### config.mk
export PLATFORM = sky130hd
export DESIGN_NAME = fdtd_mem_burst_wt
export DESIGN_NICKNAME = d
export VERILOG_FILES = /design/src/rtl/fdtd_axi_pkg.sv /design/src/rtl/fdtd_wt_burst_calc.sv /design/src/rtl/fdtd_mem_burst_wt.sv
export SDC_FILE = /design/constraint.sdc
export NUM_CORES = 1
export LEC_CHECK = 0
export BUFFER_PORTS_ARGS = -buffer_cell sky130_fd_sc_hd__buf_2
export CAP_MARGIN = 20
export CORE_AREA = 5 5 152 154
export DETAILED_ROUTE_END_ITERATION = 8
export DIE_AREA = 0 0 157 159
export MAX_ROUTING_LAYER = met4
export PLACE_DENSITY = 0.65
export SLEW_MARGIN = 30
export SYNTH_ARGS = -nofsm -noshare
export SYNTH_HDL_FRONTEND = slang
export SYNTH_SLANG_ARGS = --single-unit
### constraint.sdc
create_clock -name ACLK -period 5 [get_ports ACLK]
set_clock_uncertainty 0.15 [all_clocks]
set_input_delay 0.5 -clock ACLK [delete_from_list [all_inputs] [get_ports ACLK]]
set_output_delay 0.5 -clock ACLK [all_outputs]
set_load 0.01 [all_outputs]
### src/rtl/fdtd_axi_pkg.sv
// Shared AXI4 constants and FSM state type for the FDTD memory movers.
package fdtd_axi_pkg;

  localparam logic [1:0] AXI_RESP_OKAY   = 2'b00;
  localparam logic [1:0] AXI_RESP_EXOKAY = 2'b01;
  localparam logic [1:0] AXI_RESP_SLVERR = 2'b10;
  localparam logic [1:0] AXI_RESP_DECERR = 2'b11;

  localparam logic [1:0] AXI_BURST_FIXED = 2'b00;
  localparam logic [1:0] AXI_BURST_INCR  = 2'b01;
  localparam logic [1:0] AXI_BURST_WRAP  = 2'b10;

  // 4 KB page expressed in 32-bit words
  localparam int unsigned PAGE_WORDS = 1024;

  typedef enum logic [1:0] {
    ST_IDLE = 2'd0,
    ST_AW   = 2'd1,
    ST_W    = 2'd2,
    ST_B    = 2'd3
  } wt_state_e;

  function automatic logic [2:0] axi_size(input int unsigned data_width);
    return 3'($clog2(data_width / 8));
  endfunction

endpackage

### src/rtl/fdtd_wt_burst_calc.sv
// Beat count of the next burst: min(MAX_BURST, remaining words, words left in 4 KB page).
module fdtd_wt_burst_calc
  import fdtd_axi_pkg::*;
#(
  parameter int unsigned MAX_BURST = 16,
  parameter int unsigned LEN_WIDTH = 16
) (
  input  logic [9:0]           addr,
  input  logic [LEN_WIDTH-1:0] rem,
  output logic [8:0]           beats
);

  localparam int unsigned CW = (LEN_WIDTH > 11) ? LEN_WIDTH : 11;

  logic [CW-1:0] room;
  logic [CW-1:0] rem_w;
  logic [CW-1:0] m;

  always_comb begin
    room  = CW'(PAGE_WORDS) - CW'(addr);
    rem_w = CW'(rem);
    m     = CW'(MAX_BURST);
    if (rem_w < m) m = rem_w;
    if (room < m)  m = room;
    beats = 9'(m);
  end

endmodule

### src/rtl/fdtd_mem_burst_wt.sv
// AXI4 INCR burst write master for bulk FDTD field write-back.
// Optional FDTD_MEM_BURST_WT_RESP_CHECK_EN: flag SLVERR/DECERR write responses on err_o.
module fdtd_mem_burst_wt
  import fdtd_axi_pkg::*;
#(
  parameter int unsigned AXI4_ADDR_WIDTH = 32,
  parameter int unsigned AXI4_DATA_WIDTH = 32,
  parameter int unsigned AXI4_ID_WIDTH   = 16,
  parameter int unsigned AXI4_USER_WIDTH = 10,
  parameter int unsigned MAX_BURST       = 16,
  parameter int unsigned LEN_WIDTH       = 16
) (
  input  logic                         ACLK,
  input  logic                         ARESETn,

  output logic [AXI4_ID_WIDTH-1:0]     AWID_o,
  output logic [AXI4_ADDR_WIDTH-1:0]   AWADDR_o,
  output logic [7:0]                   AWLEN_o,
  output logic [2:0]                   AWSIZE_o,
  output logic [1:0]                   AWBURST_o,
  output logic                         AWLOCK_o,
  output logic [3:0]                   AWCACHE_o,
  output logic [2:0]                   AWPROT_o,
  output logic [3:0]                   AWREGION_o,
  output logic [3:0]                   AWQOS_o,
  output logic [AXI4_USER_WIDTH-1:0]   AWUSER_o,
  output logic                         AWVALID_o,
  input  logic                         AWREADY_i,

  output logic [AXI4_DATA_WIDTH-1:0]   WDATA_o,
  output logic [AXI4_DATA_WIDTH/8-1:0] WSTRB_o,
  output logic                         WLAST_o,
  output logic [AXI4_USER_WIDTH-1:0]   WUSER_o,
  output logic                         WVALID_o,
  input  logic                         WREADY_i,

  input  logic [AXI4_ID_WIDTH-1:0]     BID_i,
  input  logic [1:0]                   BRESP_i,
  input  logic [AXI4_USER_WIDTH-1:0]   BUSER_i,
  input  logic                         BVALID_i,
  output logic                         BREADY_o,

  input  logic                         cmd_valid_i,
  input  logic [AXI4_ADDR_WIDTH-3:0]   cmd_word_addr_i,
  input  logic [LEN_WIDTH-1:0]         cmd_len_i,
  output logic                         cmd_ready_o,

  input  logic                         wt_valid_i,
  input  logic [AXI4_DATA_WIDTH-1:0]   wt_data_i,
  output logic                         wt_ready_o,

  output logic                         done_o,
  output logic                         err_o
);

  localparam int unsigned WAW = AXI4_ADDR_WIDTH - 2;

  wt_state_e            state, state_nxt;
  logic [WAW-1:0]       addr_r;
  logic [LEN_WIDTH-1:0] rem_r;
  logic [8:0]           blen_r;
  logic [8:0]           beat_r;
  logic                 done_r;

  logic [WAW-1:0]       addr_adv;
  logic [LEN_WIDTH-1:0] rem_left;
  logic [9:0]           calc_addr;
  logic [LEN_WIDTH-1:0] calc_rem;
  logic [8:0]           calc_beats;
  logic                 last_beat;
  logic                 w_hs;

  assign addr_adv  = addr_r + WAW'(blen_r);
  assign rem_left  = rem_r - LEN_WIDTH'(blen_r);
  assign last_beat = (beat_r == blen_r - 9'd1);
  assign w_hs      = (state == ST_W) && wt_valid_i && WREADY_i;

  // Size the next burst from the values that will be in addr_r/rem_r on AW entry,
  // so blen_r is already valid in the first AW cycle.
  assign calc_addr = (state == ST_IDLE) ? cmd_word_addr_i[9:0] : addr_adv[9:0];
  assign calc_rem  = (state == ST_IDLE) ? cmd_len_i : rem_left;

  fdtd_wt_burst_calc #(
    .MAX_BURST (MAX_BURST),
    .LEN_WIDTH (LEN_WIDTH)
  ) u_calc (
    .addr  (calc_addr),
    .rem   (calc_rem),
    .beats (calc_beats)
  );

  always_ff @(posedge ACLK) begin
    if (!ARESETn) state <= ST_IDLE;
    else          state <= state_nxt;
  end

  always_comb begin
    state_nxt   = state;
    cmd_ready_o = 1'b0;
    AWVALID_o   = 1'b0;
    WVALID_o    = 1'b0;
    WLAST_o     = 1'b0;
    wt_ready_o  = 1'b0;
    BREADY_o    = 1'b0;
    case (state)
      ST_IDLE: begin
        cmd_ready_o = 1'b1;
        if (cmd_valid_i && (cmd_len_i != '0)) state_nxt = ST_AW;
      end
      ST_AW: begin
        AWVALID_o = 1'b1;
        if (AWREADY_i) state_nxt = ST_W;
      end
      ST_W: begin
        WVALID_o   = wt_valid_i;
        wt_ready_o = WREADY_i;
        WLAST_o    = last_beat;
        if (w_hs && last_beat) state_nxt = ST_B;
      end
      ST_B: begin
        BREADY_o = 1'b1;
        if (BVALID_i) state_nxt = (rem_left != '0) ? ST_AW : ST_IDLE;
      end
      default: state_nxt = ST_IDLE;
    endcase
  end

  always_ff @(posedge ACLK) begin
    if (!ARESETn) begin
      addr_r <= '0;
      rem_r  <= '0;
      blen_r <= '0;
      beat_r <= '0;
      done_r <= 1'b0;
    end else begin
      done_r <= 1'b0;
      case (state)
        ST_IDLE: begin
          if (cmd_valid_i) begin
            addr_r <= cmd_word_addr_i;
            rem_r  <= cmd_len_i;
            blen_r <= calc_beats;
            beat_r <= '0;
            if (cmd_len_i == '0) done_r <= 1'b1;
          end
        end
        ST_W: begin
          if (w_hs) beat_r <= beat_r + 9'd1;
        end
        ST_B: begin
          if (BVALID_i) begin
            addr_r <= addr_adv;
            rem_r  <= rem_left;
            blen_r <= calc_beats;
            beat_r <= '0;
            if (rem_left == '0) done_r <= 1'b1;
          end
        end
        default: ;
      endcase
    end
  end

  assign done_o = done_r;

`ifdef FDTD_MEM_BURST_WT_RESP_CHECK_EN
  logic err_r;
  always_ff @(posedge ACLK) begin
    if (!ARESETn) begin
      err_r <= 1'b0;
    end else if ((state == ST_IDLE) && cmd_valid_i) begin
      err_r <= 1'b0;
    end else if ((state == ST_B) && BVALID_i &&
                 ((BRESP_i == AXI_RESP_SLVERR) || (BRESP_i == AXI_RESP_DECERR))) begin
      err_r <= 1'b1;
    end
  end
  assign err_o = err_r;

  logic unused_b;
  assign unused_b = ^{BID_i, BUSER_i};
`else
  assign err_o = 1'b0;

  logic unused_b;
  assign unused_b = ^{BID_i, BUSER_i, BRESP_i};
`endif

  assign AWID_o     = '0;
  assign AWADDR_o   = {addr_r, 2'b00};
  assign AWLEN_o    = 8'(blen_r - 9'd1);
  assign AWSIZE_o   = axi_size(AXI4_DATA_WIDTH);
  assign AWBURST_o  = AXI_BURST_INCR;
  assign AWLOCK_o   = 1'b0;
  assign AWCACHE_o  = '0;
  assign AWPROT_o   = '0;
  assign AWREGION_o = '0;
  assign AWQOS_o    = '0;
  assign AWUSER_o   = '0;

  assign WDATA_o    = wt_data_i;
  assign WSTRB_o    = '1;
  assign WUSER_o    = '0;

endmodule

# Word level (Yosys, flattened, before mapping)

Cells that the tools add are included.

Add/sub/neg operators: 5
Magnitude comparators: 2
Eq/ne operators: 10
Muxes and demuxes: 34
Reduce and logical (&&, ||, !) cells: 14

Operator list:

| cell                   | count |
|---|---|
| $mux 16                | 4 |
| $mux 30                | 2 |
| $pmux 30 s2            | 1 |
| $mux 9                 | 6 |
| $logic_not 16->1       | 2 |
| $pmux 16 s2            | 1 |
| $reduce_bool 16->1     | 2 |
| $add 30x9->30          | 1 |
| $pmux 9 s3             | 1 |
| $pmux 9 s2             | 1 |
| $lt 16x16->1           | 1 |
| $lt 16x5->1 const B    | 1 |
| $sub 16x9->16          | 1 |
| $sub 11x10->12 const A | 1 |
| $mux 1                 | 11 |
| $mux 10                | 1 |
| $add 9x1->9 const B    | 1 |
| $eq 9x9->1             | 1 |
| $sub 9x1->9 const B    | 1 |
| $mux 2                 | 4 |
| $ne 2x2->1 const B     | 4 |
| $pmux 2 s4             | 1 |
| $reduce_and 4->1       | 2 |
| $eq 2x2->1 const B     | 2 |
| 8 further kinds        | 12 |

Flip-flop bits (word level): 67
Word-level logic and storage cells: 71

# Longest topological paths before layout

Gate-level depths: netlist of run 1.

Depth in word-level cells: 8
Mapped depth: 22

# Hierarchy

From an unflattened synthesis of run 1, not the netlist that was laid out.

Cell total of the unflattened synthesis: 833
Area total of the unflattened synthesis: 6296.0 µm²

By module, submodules not included:

| module             | instances | cells an instance | area each (µm²) |
|---|---|---|---|
| fdtd_mem_burst_wt  | 1         | 763               | 5745.5 |
| fdtd_wt_burst_calc | 1         | 70                | 550.5 |

# Least setup slack after synthesis of run 1

Ideal clock, no wire load.

Path kind: reg-to-reg
From: register blen_r[0]
To: register blen_r[1]
Arrival: 4475 ps
Slack: 309 ps
Stages on the path, launching flop included: 21
Buffers on the path: 1
Period minus slack after synthesis: 4691 ps
Cells stage by stage: dfxtp_1 > ha_1 > fa_1 > nor2b_4 > o2111ai_2 > a311o_1 > nand3_2 > xor2_1 > nand4_2 > o41ai_4 > nand2_1 > ha_1 > a211o_1 > a21oi_1 > o21ai_0 > a21o_1 > or2_2 > o41a_1 > buf_6 > or2_1 > a21oi_2

Word-level cells in the longest chain between the ends: 8
Elaborated cells between the ends (all ways): 12
Classes of those cells: 3 x add/sub; 2 x order compare; 7 x mux

RTL lines:

| item                             | line                                               | source |
|---|---|---|
| from (decl)                      | fdtd_mem_burst_wt.sv:61                            | `logic [8:0] blen_r;` |
| from (signal assigned)           | fdtd_mem_burst_wt.sv:142                           | `blen_r <= calc_beats;` |
| from (signal assigned)           | fdtd_mem_burst_wt.sv:154                           | `blen_r <= calc_beats;` |
| $sub 16x9->16                    | fdtd_mem_burst_wt.sv:74                            | `assign rem_left = rem_r - LEN_WIDTH'(blen_r);` |
| $mux 16                          | fdtd_mem_burst_wt.sv:81                            | `assign calc_rem = (state == ST_IDLE) ? cmd_len_i : rem_left;` |
| $lt 16x5->1                      | fdtd_wt_burst_calc.sv:23                           | `if (rem_w < m) m = rem_w;` |
| $mux 16                          | fdtd_wt_burst_calc.sv:23                           |  |
| $lt 16x16->1                     | fdtd_wt_burst_calc.sv:24                           | `if (room < m) m = room;` |
| $mux 9 (*)                       | fdtd_wt_burst_calc.sv:24                           |  |
| $mux 9, on equally long branches | fdtd_mem_burst_wt.sv:151, fdtd_mem_burst_wt.sv:139 |  |
| $pmux 9 s2 (*)                   | fdtd_mem_burst_wt.sv:137                           | `case (state)` |

Every way passes the cells marked *; elsewhere a longest branch is shown, timed or not. The select of a mux whose other input is x is not followed.
A chain may end at the register's enable or synchronous reset.

# Worst setup path after layout of run 1

From: register blen_r[4]
To: register blen_r[1]

Same word-level chain as after synthesis.

==> reports/qor.yml, run 1 <==
p_per_area_nw_per_um2: 753
grt_max_degree: 86
yosysSeqAreaShare_pct: 21.3
nNetsFinal: 1041
via_count: 6019
grt-ovfl-total: 0
min_path_type: "input port to flip-flop"
rows: 54
ir_worst_vdd_uv: 266
path_class: "flip-flop to flip-flop"
slew_headroom_pct: 34.7
die-area_um2: 25000
netlist_area_um2: 6310
dp_slack_ns: 0.0334
htree_levels: 3
fp.dieW_um: 157
clk_path_buf_depth: 2
antenna_found_initial: 4
end_kind: "flip-flop"
crit_required_ns: 5.11
syn_to_final_growth_pct: 14.7
yosys_register_bits: 67
track_usage_pct: 14.6
die_h_um: 159
wl_per_cell_um: 16.1
synth_flop_cell: "dfxtp_1"
cp-start-kind: "flip-flop"
grt_pass1_vias: 5449
port_buffers: 97
layout_setup_ws_ns: 0.253
synth_edf_count: 0
drive_gt1_share_pct: 23.7
cts_made_buffers: 9
clock_sinks: 67
avgSynthCellArea_um2: 7.73
p_leak_nw: 3.21
synthCells: 816
ios: 254
place_hpwl_um: 14200
hold_viol: 0
cp.arrival_ns: 4.86
setup_viol: 0
path_max_fanout: 7
netlist.area_leader.share_pct: 21.3
start_util_pct: 29.3
slew_viol_final: 0
register_area_um2: 1340
cts-root-buf: "clkbuf_16"
tightest_slew_ns: 0.976
cts_tree: "done"
clkLatencyLatePin_ns: 0.33
drtIter0Drc: 468
ant_nets: 0
rsz0062_at_grt: "yes"
p_total_mw: 5.45
viasPerCell: 5.11
core_area_um2: 21600
synth_cell_types: 84
drc_errors: 0
ctsHoldBuffers: 0
fillers: 2272
synthArstFlopShare_pct: 0
synth_area_leaders: "dfxtp_1 21%, buf_4 12%, ha_1 7.1%, a21oi_1 5.0%, nand2_1 4.2%"
layout_min_cycle_time_ns: 4.75
synth_warnings: 0
dr.pass1.iters: 6
period_share_pct: 94.9
fmax_ghz: 0.211
drv_cap: 0
multi_input_area_um2: 4330
synth_top_area_cell: "dfxtp_1"
grt_pass1_wl_um: 28800
routed_wl_um: 18900
gp_congestion: 0.888
status: "complete, no violations"
clk_pin_slew_ns: 0.06
layout make-up:
| type | count | area share (%) |
|---|---|---|
| diodes | 4 | 0.138 |
| clock buffers | 10 | 3.16 |
| clock inverters | 6 | 1.25 |
| inverters | 31 | 1.61 |
| multi-input cells | 647 | 59.9 |
| flip-flops and latches | 67 | 18.6 |
| well taps | 280 | 4.84 |
| repair buffers | 134 | 10.5 |
registers in the layout (all words and copies together) (netlist names):
register,cells
addr_r,30
rem_r,16
beat_r,9
blen_r,9
state,2
done_o,1
per-stage QoR:
| stage | cells | setup TNS [ns] | hold WS, ns | instance area [µm²] | util, % |
|---|---|---|---|---|---|
| final | 1179 | 0 | 0.328 | 7230 | 33.6 |
| after global routing | 1179 | -0.173 | 0.340 | 7230 | 33.6 |
| after CTS | 1170 | 0 | 0.312 | 7060 | 32.7 |
| after detailed placement | 1151 | 0 | 0.341 | 6710 | 31.1 |
| after global placement | 1151 | 0 | 0.319 | 6710 | 31.1 |
| after floorplan | 884 | 0 | 0.322 | 6560 | - |
placed cells by master, fill, tap and decap left out, types with 4 or more instances in the layout:
master | netlist | layout
a21o_1 | 9 | 9
a21oi_1 | 63 | 58
a21oi_2 | 3 | 6
a22oi_1 | 4 | 4
a31oi_1 | 12 | 12
a41oi_1 | 5 | 5
and2_1 | 7 | 7
and3_1 | 9 | 9
buf_2 | 2 | 97
buf_4 | 99 | 37
clkbuf_16 | 0 | 9
conb_1 | 2 | 70
dfxtp_1 | 67 | 65
diode_2 | 0 | 4
ha_1 | 36 | 31
inv_1 | 29 | 28
mux2i_1 | 15 | 15
nand2_1 | 70 | 69
nand2b_1 | 5 | 5
nand3_1 | 17 | 17
nand4_1 | 9 | 9
nor2_1 | 55 | 55
nor2b_1 | 7 | 7
nor3_1 | 20 | 19
nor4_1 | 9 | 7
o211a_1 | 11 | 11
o211ai_1 | 5 | 5
o21a_1 | 8 | 8
o21ai_0 | 52 | 49
o221a_2 | 15 | 15
o22a_1 | 4 | 4
o22ai_1 | 6 | 6
o31ai_1 | 7 | 5
or3_1 | 4 | 4
xnor2_1 | 24 | 23
xor2_1 | 21 | 20
final timing paths:
path | slack (ns) | cells past startpoint | endpoint | startpoint
setup reg to reg | 0.25 | 21 | blen_r[1] | blen_r[4]
setup / recovery | 0.25 | 21 | blen_r[1] | blen_r[4]
hold / removal | 0.33 | 3 | rem_r[7] | cmd_len_i[7]
hold reg to reg | 0.35 | 2 | addr_r[13] | addr_r[13]
kinds of logic (layout without fill, tap and decap cells):
kind of cell	count (synthesis)	after routing	share of synthesized area, %
AO/OA/AOI/OAI	239	239	26.5
AND/OR/NAND/NOR	239	239	18.9
buffers and inverters	170	181	16.6
flip-flops	67	67	21.3
XOR/XNOR	45	45	6.25
adder cells (fa/ha/maj)	38	38	7.77
multiplexers	16	16	2.60
other	2	74	0.119
power breakdown:
| group | internal [mW] | leakage, nW | switching [mW] |
|---|---|---|---|
| sequential | 0.758 | 0.554 | 0.248 |
| combinational | 1.55 | 2.51 | 2.20 |
| clock | 0.438 | 0.153 | 0.256 |
per-layer routing:
metal | global-route usage, % | up-vias | part of all wire, %
li1 | - | 2925 | -
met1 | 17.6 | 2835 | 42
met2 | 23.4 | 232 | 48
met3 | 4.51 | 27 | 8.6
met4 | 4.10 | 0 | 1.8
met5 | - | - | 0
Yosys cell counts, drive strengths merged (5+ instances only):
cell    count
nand2b      5
and2        8
xor2       21
dfxtp      67
o21ai      55
buf       107
and3       10
a31oi      12
o221a      15
nor4        9
inv        30
o211a      11
nor2b       8
o21a        8
xnor2      24
clkbuf     32
o31ai       7
nand4      10
nand3      18
nor3       20
nor2       55
nand2      72
a41oi       5
mux2i      16
a21o       11
ha         36
or2         6
o22ai       6
o211ai      5
a21oi      66
what timing repair did:
| item | 4_1_cts | 5_1_grt |
|---|---|---|
| pin swaps | 1 | 18 |
| hold endpoints to repair | 0 | 0 |
| setup endpoints to repair | 3 | 9 |
| buffers inserted | 3 | 5 |
| resized for setup | 1 | 28 |
worst max-delay path, cell delays in order, from the launching register on:
cell,delay [ns]
dfxtp_1,0.36
inv_1,0.11
ha_1,0.41
a21o_4,0.27
o32ai_2,0.42
o21ai_4,0.10
mux2i_1,0.21
nand4_2,0.19
o41ai_4,0.41
buf_4,0.20
nand2_4,0.05
ha_4,0.25
o21ai_2,0.13
a21oi_2,0.08
a21oi_2,0.13
o21ai_1,0.07
a21o_1,0.19
or2_4,0.23
o41a_1,0.21
buf_4,0.19
or2_1,0.21
a21oi_2,0.10
Note: power is estimated with default switching activity, not from simulation.
==> inputs of run 2 (changes only) <==
--- a/config.mk
+++ b/config.mk
@@ -11,7 +11,6 @@
 export DETAILED_ROUTE_END_ITERATION = 8
 export DIE_AREA = 0 0 157 159
 export MAX_ROUTING_LAYER = met4
-export PLACE_DENSITY = 0.65
 export SLEW_MARGIN = 30
 export SYNTH_ARGS = -nofsm -noshare
 export SYNTH_HDL_FRONTEND = slang
==> reports/qor.yml, run 2 (same netlist as run 1, synthesis figures left out) <==
largest-register: "addr_r"  # unchanged
final_util_pct: 33.7  # was 33.6%
p_switching_mw: 2.64  # was 2.70 mW
clk_pin_slew_ns: 0.06  # about the same
grt_pass1_wl_um: 30600  # was 28800 µm
tightest_slew_ns: 0.952  # was 0.976 ns
via_count: 6033  # was 6019
p_int_mw: 2.75  # about the same
ant_nets: 0  # unchanged
die-area_um2: 25000  # unchanged
core_area_um2: 21600  # unchanged
rsz0062_at_grt: "yes"  # unchanged
layout_min_cycle_time_ns: 4.90  # was 4.75 ns
antenna_found_initial: 1  # was 4
clockPowerShare_pct: 10.9  # was 12.7%
grt-ovfl-total: 0  # unchanged
combPwrFrac_pct: 70.6  # was 68.8%
status: "complete, no violations"  # unchanged
path_class: "flip-flop to flip-flop"  # unchanged
path_max_fanout: 7  # unchanged
stdcell_count: 1194  # was 1179
cp.arrival_ns: 5.03  # was 4.86 ns
clk_path_buf_depth: 2  # unchanged
p_leak_nw: 3.27  # was 3.21 nW
track_usage_pct: 15.5  # was 14.6%
drc_errors: 0  # unchanged
period_share_pct: 98.0  # was 94.9%
layout_setup_ws_ns: 0.0982  # was 0.253 ns
grt_max_degree: 86  # unchanged
hold-path-cell-count: 3  # unchanged
seq_power_share_pct: 18.5  # about the same
drive_gt1_share_pct: 23.9  # was 23.7%
cts_made_buffers: 9  # unchanged
largestRegisters: "addr_r (30), rem_r (16)"  # unchanged
setup_viol: 0  # unchanged
cts_tree: "done"  # unchanged
dp_slack_ns: 0.0359  # was 0.0334 ns
clock_sinks: 67  # unchanged
port_buffers: 97  # unchanged
nNetsFinal: 1060  # was 1041
largest_reg_flops: 30  # unchanged
swShare_pct: 49.0  # was 49.6%
clkLatencyLatePin_ns: 0.34  # was 0.33 ns
syn_to_final_growth_pct: 15.0  # was 14.7%
ios: 254  # unchanged
final_common_cell: "buf_2"  # unchanged
drv_cap: 0  # unchanged
min_path_type: "input port to flip-flop"  # unchanged
cts-root-buf: "clkbuf_16"  # unchanged
wl_per_cell_um: 15.9  # was 16.1 µm
end_kind: "flip-flop"  # unchanged
dr.pass1.iters: 7  # was 6
start_util_pct: 29.3  # unchanged
rows: 54  # unchanged
die_h_um: 159  # unchanged
final_cell_mix: "97 x buf_2, 70 x nand2_1, 70 x conb_1, 65 x dfxtp_1, 60 x a21oi_1"  # was 97 x buf_2, 70 x conb_1, 69 x nand2_1, 65 x dfxtp_1, 58 x a21oi_1
fp.dieW_um: 157  # unchanged
hold_viol: 0  # unchanged
slew_viol_final: 0  # unchanged
viasPerCell: 5.05  # was 5.11
gp_congestion: 0.920  # was 0.888
place_hpwl_um: 14700  # was 14200 µm
crit_required_ns: 5.13  # was 5.11 ns
placed_cells: 1173  # was 1151
htree_levels: 3  # unchanged
grt_pass1_vias: 5894  # was 5449
ff2ff_path_depth: 22  # was 21
p_per_area_nw_per_um2: 742  # was 753 nW/µm²
ir_worst_vdd_uv: 233  # was 266 µV
fmax_ghz: 0.204  # was 0.211 GHz
drtIter0Drc: 347  # was 468
cp-start-kind: "flip-flop"  # unchanged
routed_wl_um: 19000  # was 18900 µm
slew_headroom_pct: 36.5  # was 34.7%
[run 2: power by group through the flow]
stage          clock [mW]  combinational (mW)  sequential (mW)
5_1_grt             0.629                4.23             1.03
4_1_cts             0.605                3.71            0.988
2_1_floorplan           0                2.59            0.991
3_3_place_gp            0                3.62            0.989
3_5_place_dp            0                3.69            0.997
6_report            0.589                3.80            0.995
[run 2: final timing paths]
path	start	to	slack (ns)
hold / removal	cmd_len_i[7]	rem_r[7]	0.33
hold reg to reg	addr_r[17]	addr_r[17]	0.35
setup reg to reg	rem_r[0]	blen_r[1]	0.1
setup / recovery	rem_r[0]	blen_r[1]	0.1
[run 2: per-stage QoR]
stage | power [mW] | TNS [ns] | hold slack [ns] | area (µm²)
6_report | 5.38 | 0 | 0.332 | 7260
3_3_place_gp | 4.61 | 0 | 0.323 | 6870
5_1_grt | 5.89 | -0.259 | 0.340 | 7260
2_1_floorplan | 3.59 | 0 | 0.322 | 6560
4_1_cts | 5.30 | 0 | 0.319 | 7170
3_5_place_dp | 4.68 | 0 | 0.338 | 6910
[run 2: what timing repair did]
item,4_1_cts,5_1_grt
setup endpoints to repair,0,9
resized for setup,0,15
hold buffers,0,0
setup buffers,0,5
[run 2: metal layers]
layer  wire length [µm]  track usage, %  vias to the layer above
li1                   -               -                     2961
met3               1090            2.50                       27
met4                368            5.13                        0
met5                  0               -                        -
met1               8390            19.5                     2880
met2               9140            25.1                      165
[run 2: cell type report]
class                   instances  area [µm²]
clock buffers                  13         250
flip-flops and latches         67        1340
inverters                      31         116
repair buffers                153         921
multi-input cells             647        4260
fillers                      2319       14300
clock inverters                 2        12.5
well taps                     280         350
diodes                          1        2.50
[run 2: critical path, stage by stage, from the launching register on]
cell,delay [ns]
dfxtp_2,0.34
inv_2,0.03
ha_2,0.19
fa_2,0.42
nor2b_4,0.14
o22a_1,0.17
mux2i_1,0.21
o2111ai_1,0.12
nor4_1,0.33
nand4_2,0.21
o41ai_4,0.50
buf_4,0.19
nand2_1,0.05
ha_1,0.19
a211o_1,0.28
a21oi_2,0.12
o21ai_1,0.07
a21o_1,0.19
or2_4,0.24
o41a_1,0.20
buf_4,0.18
or2_1,0.21
a21oi_2,0.10
